<file path="src/rtl/pipeline_hazard_ctrl.sv">
// Hazard/forwarding/flush controller for a 5-stage pipeline; controls and operand muxes are same-cycle combinational.
// Backpressure: a multi-cycle load in MEM freezes every stage; a load-use hazard holds PC and IF/ID for one cycle.
module pipeline_hazard_ctrl #(
    parameter int XLEN    = 64,
    parameter int REG_AW  = 5,
    parameter int MEM_LAT = 1,
    parameter int CNT_W   = 32
) (
    input  logic              clock,
    input  logic              reset_n,
    input  logic              id_valid,
    input  logic [REG_AW-1:0] id_rs1,
    input  logic [REG_AW-1:0] id_rs2,
    input  logic [REG_AW-1:0] id_rd,
    input  logic              id_use_rs1,
    input  logic              id_use_rs2,
    input  logic              id_regwrite,
    input  logic              id_memread,
    input  logic              ex_branch_taken,
    input  logic [XLEN-1:0]   ex_rs1_data,
    input  logic [XLEN-1:0]   ex_rs2_data,
    input  logic [XLEN-1:0]   mem_fwd_data,
    input  logic [XLEN-1:0]   wb_fwd_data,
    output logic [XLEN-1:0]   ex_op_a,
    output logic [XLEN-1:0]   ex_op_b,
    output logic [1:0]        forward_a,
    output logic [1:0]        forward_b,
    output logic              pc_write,
    output logic              if_id_write,
    output logic              stage_en,
    output logic              id_ex_bubble,
    output logic              if_id_flush,
    output logic              id_ex_flush,
    output logic              wb_bubble,
    output logic [CNT_W-1:0]  stall_count,
    output logic [CNT_W-1:0]  flush_count
);

    localparam logic [1:0] LAT_LAST = 2'(MEM_LAT - 1);

    logic              ex_v, ex_regwrite, ex_load;
    logic [REG_AW-1:0] ex_rd, ex_rs1, ex_rs2;
    logic              mem_v, mem_regwrite, mem_load;
    logic [REG_AW-1:0] mem_rd;
    logic              wb_v, wb_regwrite;
    logic [REG_AW-1:0] wb_rd;
    logic [1:0]        lat_cnt;

    logic mem_busy, branch_flush, load_use;
    logic mem_fwd_ok, wb_fwd_ok;

    always_comb begin
        mem_busy     = mem_v & mem_load & (lat_cnt != LAT_LAST);
        branch_flush = ~mem_busy & ex_branch_taken & ex_v;
        load_use     = ~mem_busy & ~branch_flush & id_valid & ex_v & ex_load
                     & (ex_rd != '0)
                     & ((id_use_rs1 & (id_rs1 == ex_rd)) | (id_use_rs2 & (id_rs2 == ex_rd)));

        pc_write     = ~mem_busy & ~load_use;
        if_id_write  = ~mem_busy & ~load_use;
        stage_en     = ~mem_busy;
        id_ex_bubble = load_use;
        if_id_flush  = branch_flush;
        id_ex_flush  = branch_flush;
        wb_bubble    = mem_busy;
    end

    // A load still in MEM has no result yet, so only non-load MEM producers forward.
    assign mem_fwd_ok = mem_v & mem_regwrite & ~mem_load & (mem_rd != '0);
    assign wb_fwd_ok  = wb_v & wb_regwrite & (wb_rd != '0);

    assign forward_a = (mem_fwd_ok && (mem_rd == ex_rs1)) ? 2'b10 :
                       (wb_fwd_ok  && (wb_rd  == ex_rs1)) ? 2'b01 : 2'b00;
    assign forward_b = (mem_fwd_ok && (mem_rd == ex_rs2)) ? 2'b10 :
                       (wb_fwd_ok  && (wb_rd  == ex_rs2)) ? 2'b01 : 2'b00;

    always_comb begin
        case (forward_a)
            2'b10:   ex_op_a = mem_fwd_data;
            2'b01:   ex_op_a = wb_fwd_data;
            default: ex_op_a = ex_rs1_data;
        endcase
        case (forward_b)
            2'b10:   ex_op_b = mem_fwd_data;
            2'b01:   ex_op_b = wb_fwd_data;
            default: ex_op_b = ex_rs2_data;
        endcase
    end

    always_ff @(posedge clock or negedge reset_n) begin
        if (!reset_n) begin
            ex_v         <= 1'b0;
            ex_regwrite  <= 1'b0;
            ex_load      <= 1'b0;
            ex_rd        <= '0;
            ex_rs1       <= '0;
            ex_rs2       <= '0;
            mem_v        <= 1'b0;
            mem_regwrite <= 1'b0;
            mem_load     <= 1'b0;
            mem_rd       <= '0;
            wb_v         <= 1'b0;
            wb_regwrite  <= 1'b0;
            wb_rd        <= '0;
            lat_cnt      <= 2'd0;
            stall_count  <= '0;
            flush_count  <= '0;
        end else begin
            if (stage_en) begin
                wb_v         <= mem_v;
                wb_regwrite  <= mem_regwrite;
                wb_rd        <= mem_rd;
                mem_v        <= ex_v;
                mem_regwrite <= ex_regwrite;
                mem_load     <= ex_load;
                mem_rd       <= ex_rd;
                ex_v         <= id_valid & ~load_use & ~branch_flush;
                ex_regwrite  <= id_regwrite;
                ex_load      <= id_memread;
                ex_rd        <= id_rd;
                ex_rs1       <= id_rs1;
                ex_rs2       <= id_rs2;
                lat_cnt      <= 2'd0;
            end else begin
                lat_cnt      <= lat_cnt + 2'd1;
            end

            if ((mem_busy | load_use) && (stall_count != {CNT_W{1'b1}}))
                stall_count <= stall_count + CNT_W'(1);
            if (branch_flush && (flush_count != {CNT_W{1'b1}}))
                flush_count <= flush_count + CNT_W'(1);
        end
    end

endmodule

</file>
<file path="config.mk">
export PLATFORM = sky130hd
export DESIGN_NAME = pipeline_hazard_ctrl
export DESIGN_NICKNAME = d
export VERILOG_FILES = /design/src/rtl/pipeline_hazard_ctrl.sv
export SDC_FILE = /design/constraint.sdc
export NUM_CORES = 1
export LEC_CHECK = 0
export ABC_CLOCK_PERIOD_IN_PS = 4500
export CAP_MARGIN = 20
export CORE_AREA = 5 5 184 186
export CTS_CLUSTER_DIAMETER = 80
export DETAILED_ROUTE_END_ITERATION = 10
export DIE_AREA = 0 0 189 191
export SYNTH_ARGS = -nofsm -noshare
export SYNTH_HDL_FRONTEND = slang
export SYNTH_SLANG_ARGS = --single-unit
export TNS_END_PERCENT = 10
</file>
<file path="constraint.sdc">
create_clock -name clock -period 4.5 [get_ports clock]
set_input_delay 1.125 -clock clock [delete_from_list [all_inputs] [get_ports clock]]
set_output_delay 1.125 -clock clock [all_outputs]
set_load 0.03 [all_outputs]
</file>
# Yosys cells after proc, flatten, opt, wreduce, memory -nomap -nowiden
# Index checks and enable logic that the tools add are counted.
# totals
register_bits,99
latchBits,0
mem_bits_rw,0
rom_bits,0
out_inout_bits,203
wordCells,74
memories,0
# classes
n_addsub,3
multipliers,0
n_div,0
n_lt_le_gt_ge,0
n_eq_ne,12
shifts,0
muxes,7
n_bitwise,26
n_reduce_logical,10
# ops
op,n
64-bit one-hot mux with 2 select lines,2
32-bit by 1-bit adder with 32-bit output (second input constant),2
32-bit != test (second input constant),2
5-bit == test,6
1-bit AND,20
5-bit nonzero test,3
1-bit logical AND,6
2-bit 2-to-1 mux,3
2-bit by 1-bit == test with 1-bit output (second input constant),2
2-bit == test (second input constant),2
1-bit NOT,4
2-bit by 1-bit adder with 2-bit output (second input constant),1
1-bit 2-to-1 mux,2
1-bit bitwise OR,2
2-bit nonzero test,1

# Logic depth before layout (Yosys ltp)
# Gate-level depths: netlist of the first run.
# depth
word_depth,15
mapped_depth,10
ltp_nobuf,10

# Least setup slack after synthesis of the first run
# OpenSTA, ideal clock, no wires.
# synth_path
path_type,in2out
start,in id_rs2[4]
end,out pc_write
arrival_time_ns,2.425
slack_ns,0.950
stages,5
n_path_buf,1
cell_sequence,xnor2_1 nand4_1 o22ai_1 a31oi_1 buf_4
# synth_via
elab_chain_cells,6
# synth_rtl
element,line_no,source
"start, declared",13,"input logic [REG_AW-1:0] id_rs2,"
5-bit == test,57,& ((id_use_rs1 & (id_rs1 == ex_rd)) | (id_use_rs2 & (id_rs2 == ex_rd)));
1-bit AND,57,
1-bit bitwise OR,57,
1-bit AND,57,
1-bit NOT,-,
1-bit AND,-,
"end, declared",28,"output logic pc_write,"
# Every way passes these cells.

# Worst setup path after layout of the first run
# layout_path
start,reg wb_rd[0]
end,out ex_op_b[46]
# layout_via
elab_chain_cells,7
word_cells_on_any_way,9
cone_classes,3 x eq/ne; 3 x mux; 1 x bitwise; 2 x reduce/logical
# layout_rtl
element,line_no,source
"start, declared",46,logic [REG_AW-1:0] wb_rd;
"start signal, assigned",112,wb_rd <= mem_rd;
5-bit nonzero test,70,assign wb_fwd_ok = wb_v & wb_regwrite & (wb_rd != '0);
1-bit AND,70,
1-bit logical AND *,75,(wb_fwd_ok && (wb_rd == ex_rs2)) ? 2'b01 : 2'b00;
1-bit 2-to-1 mux *,75,
2-bit 2-to-1 mux *,74,assign forward_b = (mem_fwd_ok && (mem_rd == ex_rs2)) ? 2'b10 :
2-bit by 1-bit == test with 1-bit output / 2-bit == test (equally long branches),83,case (forward_b)
64-bit one-hot mux with 2 select lines *,83,
"end, declared",25,"output logic [XLEN-1:0] ex_op_b,"
# Every way passes the cells marked *; elsewhere a longest branch is shown, timed or not.

==> impl_metrics.py, run 1 <==
metrics = {
    "placed_design": {
        "gp_congestion": 0.939,
        "dp_cells": 1766,
        "place_hpwl_mm": 34.1,
        "dp_slack_ns": 0.325,
        "portBuffers": 481,
    },
    "synthesis": {
        "syn_area_per_cell_um2": 8.17,
        "yosysMostFrequentCell": "nand2_1",
        "yosysWarnings": 0,
        "syn_area_mm2": 0.00740,
        "synthesis.nets": 1188,
        "synth_cell_types": 48,
        "synth.area.top_cells": "dfrtp_1 (33%), mux2i_1 (17%), nand2_1 (13%)",
        "synth-async-reset-ratio": 1.00,
        "synth_top_cell_area_share": 0.335,
        "ys_seq_area_frac": 0.335,
        "synth_edf_count": 0,
        "yosys.area.top_type": "dfrtp_1",
        "synthCells": 906,
        "ys_seq_elements": 99,
        "synth_ff_type": "dfrtp_1",
        "synthTopCellsByCount": "nand2_1 (251), mux2i_1 (128), o21ai_0 (111), dfrtp_1 (99), xnor2_1 (54)",
    },
    "clock_network": {
        "cts_hold_buf": 0,
        "cts_buffers": 9,
        "cts_num_sinks": 99,
        "tritoncts": "built",
        "cts-root-buf": "clkbuf_16",
        "clk_pin_slew_ns": 0.07,
        "htreeDepth": 3,
        "postCtsSetupRepairBufs": 0,
        "cts.repair.resized": 0,
        "clock_latency_ns": 0.34,
        "clock_tree.buffer_depth": 2,
    },
    "power_and_ir_drop": {
        "p_total_w": 0.00258,
        "pwr_density_cell_mw_per_mm2": 198,
        "vdd_drop_max_uv": 154,
        "p_leak_nw": 5.99,
    },
    "drt": {
        "vias": 8321,
        "dr.first_iter.drc_count": 414,
        "dr.pass1.iters": 5,
        "wl_mm": 40.1,
        "drc_errors": 0,
        "viasPerCell": 4.64,
        "wire_per_inst_um": 22.4,
        "ant_nets": 0,
    },
    "floorplan": {
        "die_w_um": 189,
        "die-area_mm2": 0.0361,
        "die_height_um": 191,
        "core_area_mm2": 0.0321,
        "std_cell_rows": 66,
        "pin_count": 482,
        "initial_utilization": 0.230,
    },
    "setup_path": {
        "crit_path_start_kind": "register",
        "worst-endpoint-required_ns": 3.38,
        "endpoint_kind": "output port",
        "cp_max_fo": 46,
        "crit_arrival_ns": 3.28,
        "slowest_delay_ns": 0.79,
        "path_class": "reg -> out",
        "path_cells": "or3_1, o311a_1, nand4_1, buf_12, mux2i_1, o21ai_0, clkdlybuf4s50_1",
        "cp_slowest_cell": "clkdlybuf4s50_1",
    },
    "global_routing": {
        "grt_max_degree": 64,
        "grt_use_total": 0.208,
        "grt_pass1_wl_mm": 56.2,
        "antenna_found_initial": 14,
        "grt_pass1_vias": 8441,
        "grt_overflow": 0,
    },
    "sta": {
        "setup_slack_ns": 0.0954,
        "rsz0062_at_grt": "no",
        "setup_viol": 0,
        "slew_headroom": 0.461,
        "worst_pin_slew_ns": 0.809,
        "clock_skew_ns": 0.00947,
        "fin_setup_tns_ns": 0,
        "fin_crit_sh": 0.979,
        "fmax_mhz": 227,
        "hold_viol": 0,
        "min_period_ns": 4.40,
        "drv_slew": 0,
    },
    "cells_and_area": {
        "nFillCells": 3220,
        "synthToLayoutAreaGrowth_pct": 76.6,
        "drive_gt1_frac": 0.0524,
        "fin_cells": 1792,
        "final_nets": 1651,
    },
    "run": {
        "max_cap_violations": 0,
    },
    "min_path": {
        "worstHoldPathType": "reg -> reg",
    },
    "status": {
        "status": "complete, no violations",
    },
}
-- per-layer routing --
| metal | GRT usage | vias up | part of all wire |
|---|---|---|---|
| li1 | - | 4038 | - |
| met1 | 0.243 | 3896 | 0.39 |
| met2 | 0.344 | 332 | 0.48 |
| met3 | 0.0842 | 47 | 0.10 |
| met4 | 0.0790 | 8 | 0.028 |
| met5 | 0 | - | 0.0012 |
-- path summary, 6_finish.rpt --
| kind | startpoint | to | slack [ns] | cells past startpoint |
|---|---|---|---|---|
| setup / recovery | wb_rd[0]$_DFFE_PN0N_ | ex_op_b[46] | 0.1 | 7 |
| max in group asynchronous | reset_n | wb_rd[0]$_DFFE_PN0N_ | 2.86 | 2 |
| hold reg to reg | lat_cnt[0]$_DFF_PN0_ | lat_cnt[0]$_DFF_PN0_ | 0.43 | 1 |
| min in group asynchronous | reset_n | stall_count[1]$_DFFE_PN0P_ | 0.86 | 1 |
| setup reg to reg | lat_cnt[0]$_DFF_PN0_ | stall_count[31]$_DFFE_PN0P_ | 1.89 | 10 |
| hold / removal | lat_cnt[0]$_DFF_PN0_ | lat_cnt[0]$_DFF_PN0_ | 0.43 | 1 |
-- cells in the final DEF (no fill, tap or decap), drive strengths merged, types with 3 or more instances in the layout --
master,synthesis,final
clkdlybuf4s50,0,468
nand2,251,251
o21ai,129,129
mux2i,128,128
dfrtp,99,99
xnor2,54,54
xor2,38,38
buf,33,36
nand3,30,30
nor2,26,26
nor3,21,21
nand4,18,18
inv,12,13
and3,11,11
diode,0,10
clkbuf,21,9
nor4,9,9
or3,4,4
clkinv,1,4
nand2b,3,3
ha,3,3
clkinvlp,0,3
-- where the power goes --
| group | leakage, nW | internal, W | total [W] | switching [W] |
|---|---|---|---|---|
| registers | 1.28 | 0.000926 | 0.000976 | 0.0000498 |
| clock network | 0.128 | 0.000378 | 0.000723 | 0.000345 |
| logic | 4.58 | 0.000452 | 0.000883 | 0.000431 |
| total | 5.99 | 0.00176 | 0.00258 | 0.000826 |
-- worst max-delay path: cells and delay by family, from the launching register on --
kind | cells | cell delay (ns)
AO/OA/AOI/OAI | 2 | 0.72
buffers and inverters | 2 | 1.12
flip-flops | 1 | 0.42
multiplexers | 1 | 0.13
AND/OR/NAND/NOR | 2 | 0.51
-- cell type report --
class	instances	area [µm²]	area share
multi-input combinational	740	4590	0.351
clock inverter	7	53.8	0.00412
tap	408	510	0.0391
timing repair buffer	506	5140	0.393
clock buffer	9	225	0.0172
antenna	10	25.0	0.00191
sequential	99	2480	0.190
inverter	13	48.8	0.00373
-- through the flow --
stage                     hold slack [ns]  utilization  cell area (µm²)
after global routing                0.454        0.407            13100
after CTS                           0.431        0.406            13000
after global placement              0.415        0.397            12800
final                               0.430        0.407            13100
after floorplan                     0.403            -             7400
after detailed placement            0.424        0.397            12800
-- cells by family after synthesis --
logic type,count (synthesis),synth area share
buffers and inverters,67,0.0472
DFF,99,0.335
muxes,128,0.173
adders and majority gates,3,0.00507
AOI/OAI and AO/OA,136,0.0959
xor gates and xnor gates,92,0.109
and+or+nand+nor,381,0.235
-- state kept, by name, summed over array words and instances (netlist names) --
register,count
wb_rd,5
ex_rs2,5
ex_rd,5
lat_cnt,2
ex_regwrite,1
mem_regwrite,1
mem_v,1
wb_regwrite,1
ex_load,1
mem_rd,5
stall_count,32
wb_v,1
flush_count,32
mem_load,1
ex_rs1,5
ex_v,1
(Power assumes the default switching activity.)
==> inputs of run 2 (changes only) <==
--- a/config.mk
+++ b/config.mk
@@ -5,9 +5,10 @@
 export SDC_FILE = /design/constraint.sdc
 export NUM_CORES = 1
 export LEC_CHECK = 0
-export ABC_CLOCK_PERIOD_IN_PS = 4500
+export ABC_CLOCK_PERIOD_IN_PS = 5360
 export CAP_MARGIN = 20
 export CORE_AREA = 5 5 184 186
+export CTS_BUF_LIST = sky130_fd_sc_hd__clkbuf_16
 export CTS_CLUSTER_DIAMETER = 80
 export DETAILED_ROUTE_END_ITERATION = 10
 export DIE_AREA = 0 0 189 191
==> constraint.sdc (replaced) <==
create_clock -name clock -period 5.36 [get_ports clock]
set_input_delay 1.34 -clock clock [delete_from_list [all_inputs] [get_ports clock]]
set_output_delay 1.34 -clock clock [all_outputs]
set_load 0.03 [all_outputs]
==> run 2 against run 1 <==
Design area fell by 1.5%; critical path depth fell by 1; final cell count fell by 1.1%; register-to-register slack improved by 0.70 ns; clock power fell by 11%; setup slack improved by 0.45 ns; sequential share of layout area rose by 0.28 points; combinational power fell by 17%; largest cell class unchanged; highest routed layer unchanged.
==> impl_metrics.py, run 2 (synthesis gave the netlist of run 1 again) <==
metrics = {
    "status": {
        "status": "complete, no violations",
    },
    "floorplan": {
        "std_cell_rows": 66,
        "initial_utilization": 0.230,
        "die_w_um": 189,
        "die-area_mm2": 0.0361,
        "die_height_um": 191,
        "core_area_mm2": 0.0321,
        "pin_count": 482,
    },
    "clock_network": {
        "clock_latency_ns": 0.34,
        "cts_hold_buf": 0,
        "cts.repair.resized": 0,
        "cts_buffers": 9,
        "clk_pin_slew_ns": 0.06,
        "clock_tree.buffer_depth": 2,
        "cts_num_sinks": 99,
        "tritoncts": "built",
        "postCtsSetupRepairBufs": 0,
        "htreeDepth": 3,
        "cts-root-buf": "clkbuf_16",
    },
    "cells_and_area": {
        "final_nets": 1635,
        "final_cell_mix": "clkdlybuf4s50_1 (480), nand2_1 (251), mux2i_1 (128)",
        "synthToLayoutAreaGrowth_pct": 74.0,
        "postLayoutCellArea_mm2": 0.0129,
        "top_regs": "flush_count (32), stall_count (32)",
        "final_common_cell": "clkdlybuf4s50_1",
        "fin_cells": 1772,
        "drive_gt1_frac": 0.0324,
    },
    "global_routing": {
        "antenna_found_initial": 7,
        "grt_max_degree": 131,
        "grt_use_total": 0.208,
        "grt_pass1_wl_mm": 56.7,
        "grt_overflow": 0,
        "grt_pass1_vias": 8318,
    },
    "setup_path": {
        "endpoint_kind": "output port",
        "crit_arrival_ns": 3.48,
        "path_class": "reg -> out",
        "crit_path_start_kind": "register",
        "worst-endpoint-required_ns": 4.02,
        "cp_max_fo": 130,
    },
    "drt": {
        "drc_errors": 0,
        "wire_per_inst_um": 22.4,
        "wl_mm": 39.8,
        "dr.first_iter.drc_count": 368,
        "dr.pass1.iters": 5,
        "ant_nets": 0,
        "vias": 8243,
        "viasPerCell": 4.65,
    },
    "power_and_ir_drop": {
        "pwr_density_cell_mw_per_mm2": 170,
        "vdd_drop_max_uv": 133,
        "p_leak_nw": 5.87,
    },
    "sta": {
        "fin_setup_tns_ns": 0,
        "drv_slew": 0,
        "fmax_mhz": 208,
        "min_period_ns": 4.82,
        "hold_viol": 0,
        "clock_skew_ns": 0.0104,
        "fin_worst_hold_slack_ns": 0.437,
        "fin_crit_sh": 0.898,
        "setup_slack_ns": 0.545,
        "slew_headroom": 0.387,
        "rsz0062_at_grt": "no",
        "setup_viol": 0,
        "worst_pin_slew_ns": 0.919,
    },
    "placed_design": {
        "dp_cells": 1750,
        "gp_congestion": 0.906,
        "dpl-instance-area_mm2": 0.0126,
        "dp_slack_ns": 0.617,
        "portBuffers": 481,
        "place_hpwl_mm": 32.8,
    },
    "run": {
        "max_cap_violations": 0,
    },
    "min_path": {
        "worstHoldPathType": "reg -> reg",
    },
}
## run 2: layer usage
layer / vias up / GRT usage / wire length [µm]
met4: 2 / 0.0443 / 799
met2: 322 / 0.358 / 19200
li1: 4007 / - / -
met5: - / 0 / 13
met1: 3878 / 0.246 / 15700
met3: 34 / 0.0827 / 4010
## run 2: stage by stage
step                      utilization  total power (W)
after floorplan                     -          0.00111
after global routing            0.401          0.00229
after CTS                       0.400          0.00222
final                           0.401          0.00219
after detailed placement        0.391          0.00157
after global placement          0.391          0.00156
## run 2: worst max-delay path, cell delays in order (launching register included)
cell and delay [ns]:
dfrtp_1 0.45, or4_1 0.55, o2111ai_1 0.35, nor4_2 0.12
buf_12 0.24, o21ai_0 0.52, clkdlybuf4s50_1 0.84
## run 2: final timing paths
check,startpoint,end,slack [ns],cells after the start
worst max-delay path,mem_rd[1]$_DFFE_PN0N_,ex_op_a[33],0.54,6
min in group asynchronous,reset_n,stall_count[1]$_DFFE_PN0P_,1.12,1
worst min-delay path,lat_cnt[0]$_DFF_PN0_,lat_cnt[0]$_DFF_PN0_,0.44,1
worst max register to register,lat_cnt[0]$_DFF_PN0_,flush_count[28]$_DFFE_PN0P_,2.59,10
worst min register to register,lat_cnt[0]$_DFF_PN0_,lat_cnt[0]$_DFF_PN0_,0.44,1
max in group asynchronous,reset_n,flush_count[14]$_DFFE_PN0P_,3.28,2
## run 2: report_power, final
part / internal (W) / switching (W) / total, W / leakage (nW)
logic: 0.000373 / 0.000357 / 0.000729 / 4.44
clock network: 0.000361 / 0.000282 / 0.000643 / 0.148
registers: 0.000778 / 0.0000436 / 0.000821 / 1.28
total: 0.00151 / 0.000682 / 0.00219 / 5.87
## run 2: area by class of cell
class	instances	area, µm²
fillers	3269	19200
repair buffers	490	4940
multi-input cells	740	4590
flip-flops and latches	99	2480
well taps	408	510
clock buffers	9	225
clock inverters	7	71.3
inverters	13	48.8
diodes	6	15.0
==> inputs of run 3 (changes only) <==
--- a/config.mk
+++ b/config.mk
@@ -5,7 +5,7 @@
 export SDC_FILE = /design/constraint.sdc
 export NUM_CORES = 1
 export LEC_CHECK = 0
-export ABC_CLOCK_PERIOD_IN_PS = 5360
+export ABC_CLOCK_PERIOD_IN_PS = 5900
 export CAP_MARGIN = 20
 export CORE_AREA = 5 5 184 186
 export CTS_BUF_LIST = sky130_fd_sc_hd__clkbuf_16
==> constraint.sdc (replaced) <==
create_clock -name clock -period 5.9 [get_ports clock]
set_input_delay 1.475 -clock clock [delete_from_list [all_inputs] [get_ports clock]]
set_output_delay 1.475 -clock clock [all_outputs]
set_load 0.03 [all_outputs]
==> run 3 against run 2 <==
Largest cell class unchanged; total power decreased by 11%; design area about the same; first-iteration DRC count increased by 32%; critical endpoint unchanged.
==> impl_metrics.py, run 3 (synthesis gave the netlist of run 1 again) <==
metrics = {
    "setup_path": {
        "r2r_setup_slack_ns": 3.13,
        "cp_max_fo": 11,
        "crit_end": "ex_op_a[33]",
        "cp-startpoint": "wb_rd[0]$_DFFE_PN0N_",
        "r2r-end": "flush_count[30]$_DFFE_PN0P_",
        "path_class": "reg -> out",
        "crit_arrival_ns": 3.77,
        "reg2reg_depth": 11,
        "crit_path_start_kind": "register",
        "r2r-start": "lat_cnt[0]$_DFF_PN0_",
        "worst-endpoint-required_ns": 4.43,
        "endpoint_kind": "output port",
    },
    "cells_and_area": {
        "top_regs": "flush_count (32), stall_count (32)",
        "synthToLayoutAreaGrowth_pct": 73.8,
        "final_cell_mix": "clkdlybuf4s50_1 (480), nand2_1 (251), mux2i_1 (128)",
        "drive_gt1_frac": 0.0346,
        "final_common_cell": "clkdlybuf4s50_1",
        "fin_cells": 1779,
        "final_nets": 1637,
    },
    "floorplan": {
        "core_area_mm2": 0.0321,
        "die_height_um": 191,
        "initial_utilization": 0.230,
        "die_w_um": 189,
        "pin_count": 482,
        "std_cell_rows": 66,
        "die-area_mm2": 0.0361,
    },
    "power_and_ir_drop": {
        "p_sw_frac": 0.318,
        "power_switching_w": 0.000620,
        "p_comb_frac": 0.340,
        "p_int_w": 0.00133,
        "pwr-share-seq": 0.383,
        "vdd_drop_max_uv": 119,
        "p_leak_nw": 5.86,
        "clkPwrFrac": 0.277,
        "pwr_density_cell_mw_per_mm2": 152,
    },
    "placed_design": {
        "dp_cells": 1752,
        "gp_congestion": 0.890,
        "portBuffers": 481,
        "place_hpwl_mm": 32.9,
    },
    "sta": {
        "setup_viol": 0,
        "slew_headroom": 0.382,
        "fin_crit_sh": 0.888,
        "fmax_mhz": 191,
        "clock_skew_ns": 0.0106,
        "fin_setup_tns_ns": 0,
        "drv_slew": 0,
        "worst_pin_slew_ns": 0.927,
        "hold_viol": 0,
        "rsz0062_at_grt": "no",
        "min_period_ns": 5.24,
    },
    "global_routing": {
        "grt_max_degree": 131,
        "grt_overflow": 0,
        "antenna_found_initial": 11,
        "grt_pass1_vias": 8333,
        "grt_pass1_wl_mm": 56.5,
        "grt_use_total": 0.209,
    },
    "run": {
        "max_cap_violations": 0,
    },
    "drt": {
        "viasPerCell": 4.62,
        "vias": 8214,
        "dr.first_iter.drc_count": 484,
        "wire_per_inst_um": 22.3,
        "drc_errors": 0,
        "wl_mm": 39.6,
        "dr.pass1.iters": 5,
        "ant_nets": 0,
    },
    "clock_network": {
        "clock_tree.buffer_depth": 2,
        "cts_num_sinks": 99,
        "postCtsSetupRepairBufs": 0,
        "htreeDepth": 3,
        "clk_pin_slew_ns": 0.07,
        "tritoncts": "built",
        "clock_latency_ns": 0.34,
        "cts.repair.resized": 0,
        "cts_buffers": 9,
        "cts-root-buf": "clkbuf_16",
        "cts_hold_buf": 0,
    },
    "min_path": {
        "worstHoldPathType": "reg -> reg",
    },
    "status": {
        "status": "complete, no violations",
    },
}
==> run 3: power groups by stage <==
stage | registers, W | logic [W] | clock network (W)
final | 0.000746 | 0.000664 | 0.000540
after global routing | 0.000752 | 0.000706 | 0.000580
after CTS | 0.000747 | 0.000669 | 0.000558
after detailed placement | 0.000760 | 0.000667 | 0
after global placement | 0.000758 | 0.000664 | 0
after floorplan | 0.000782 | 0.000222 | 0
==> run 3: layout make-up <==
type / instances / area, µm²
Fill cell: 3211 / 19300
Sequential cell: 99 / 2480
Clock inverter: 7 / 43.8
Timing Repair Buffer: 492 / 4940
Tap cell: 408 / 510
Multi-Input combinational cell: 740 / 4590
Inverter: 13 / 48.8
Clock buffer: 9 / 225
Antenna cell: 11 / 27.5
==> run 3: worst min path at each step <==
stage,startpoint,end,depth (start not counted)
CTS,lat_cnt[0]$_DFF_PN0_,lat_cnt[0]$_DFF_PN0_,1
floorplan,lat_cnt[0]$_DFF_PN0_,lat_cnt[0]$_DFF_PN0_,1
finish,lat_cnt[0]$_DFF_PN0_,lat_cnt[0]$_DFF_PN0_,1
global placement,lat_cnt[0]$_DFF_PN0_,lat_cnt[0]$_DFF_PN0_,1
detailed placement,lat_cnt[0]$_DFF_PN0_,lat_cnt[0]$_DFF_PN0_,1
global route,lat_cnt[0]$_DFF_PN0_,lat_cnt[0]$_DFF_PN0_,1
==> run 3: through the flow <==
step           power, W  hold WS, ns  instance area, µm²  setup slack, ns  utilization
6_report        0.00195        0.432               12900            0.659        0.400
5_1_grt         0.00204        0.461               12900            0.612        0.400
4_1_cts         0.00197        0.433               12800            0.632        0.400
3_5_place_dp    0.00143        0.416               12600            0.882        0.391
3_3_place_gp    0.00142        0.416               12600            0.877        0.391
2_1_floorplan   0.00100        0.403                7400             1.65            -
==> run 3: worst max-delay path: stages, from the launching register on <==
cell and delay (ns):
dfrtp_1 0.43, or3_1 0.39, o311a_1 0.31, nand4_1 0.50, buf_4 0.37, mux2i_1 0.12
o21ai_0 0.45, clkdlybuf4s50_1 0.84
==> run 3: metal layers <==
layer / track usage / routed length, µm / vias up / share of wire
li1: - / - / 4011 / -
met4: 0.0631 / 776 / 2 / 0.020
met5: 0 / 13 / - / 0.00033
met1: 0.253 / 15800 / 3844 / 0.40
met3: 0.0838 / 4070 / 32 / 0.10
met2: 0.342 / 19000 / 325 / 0.48
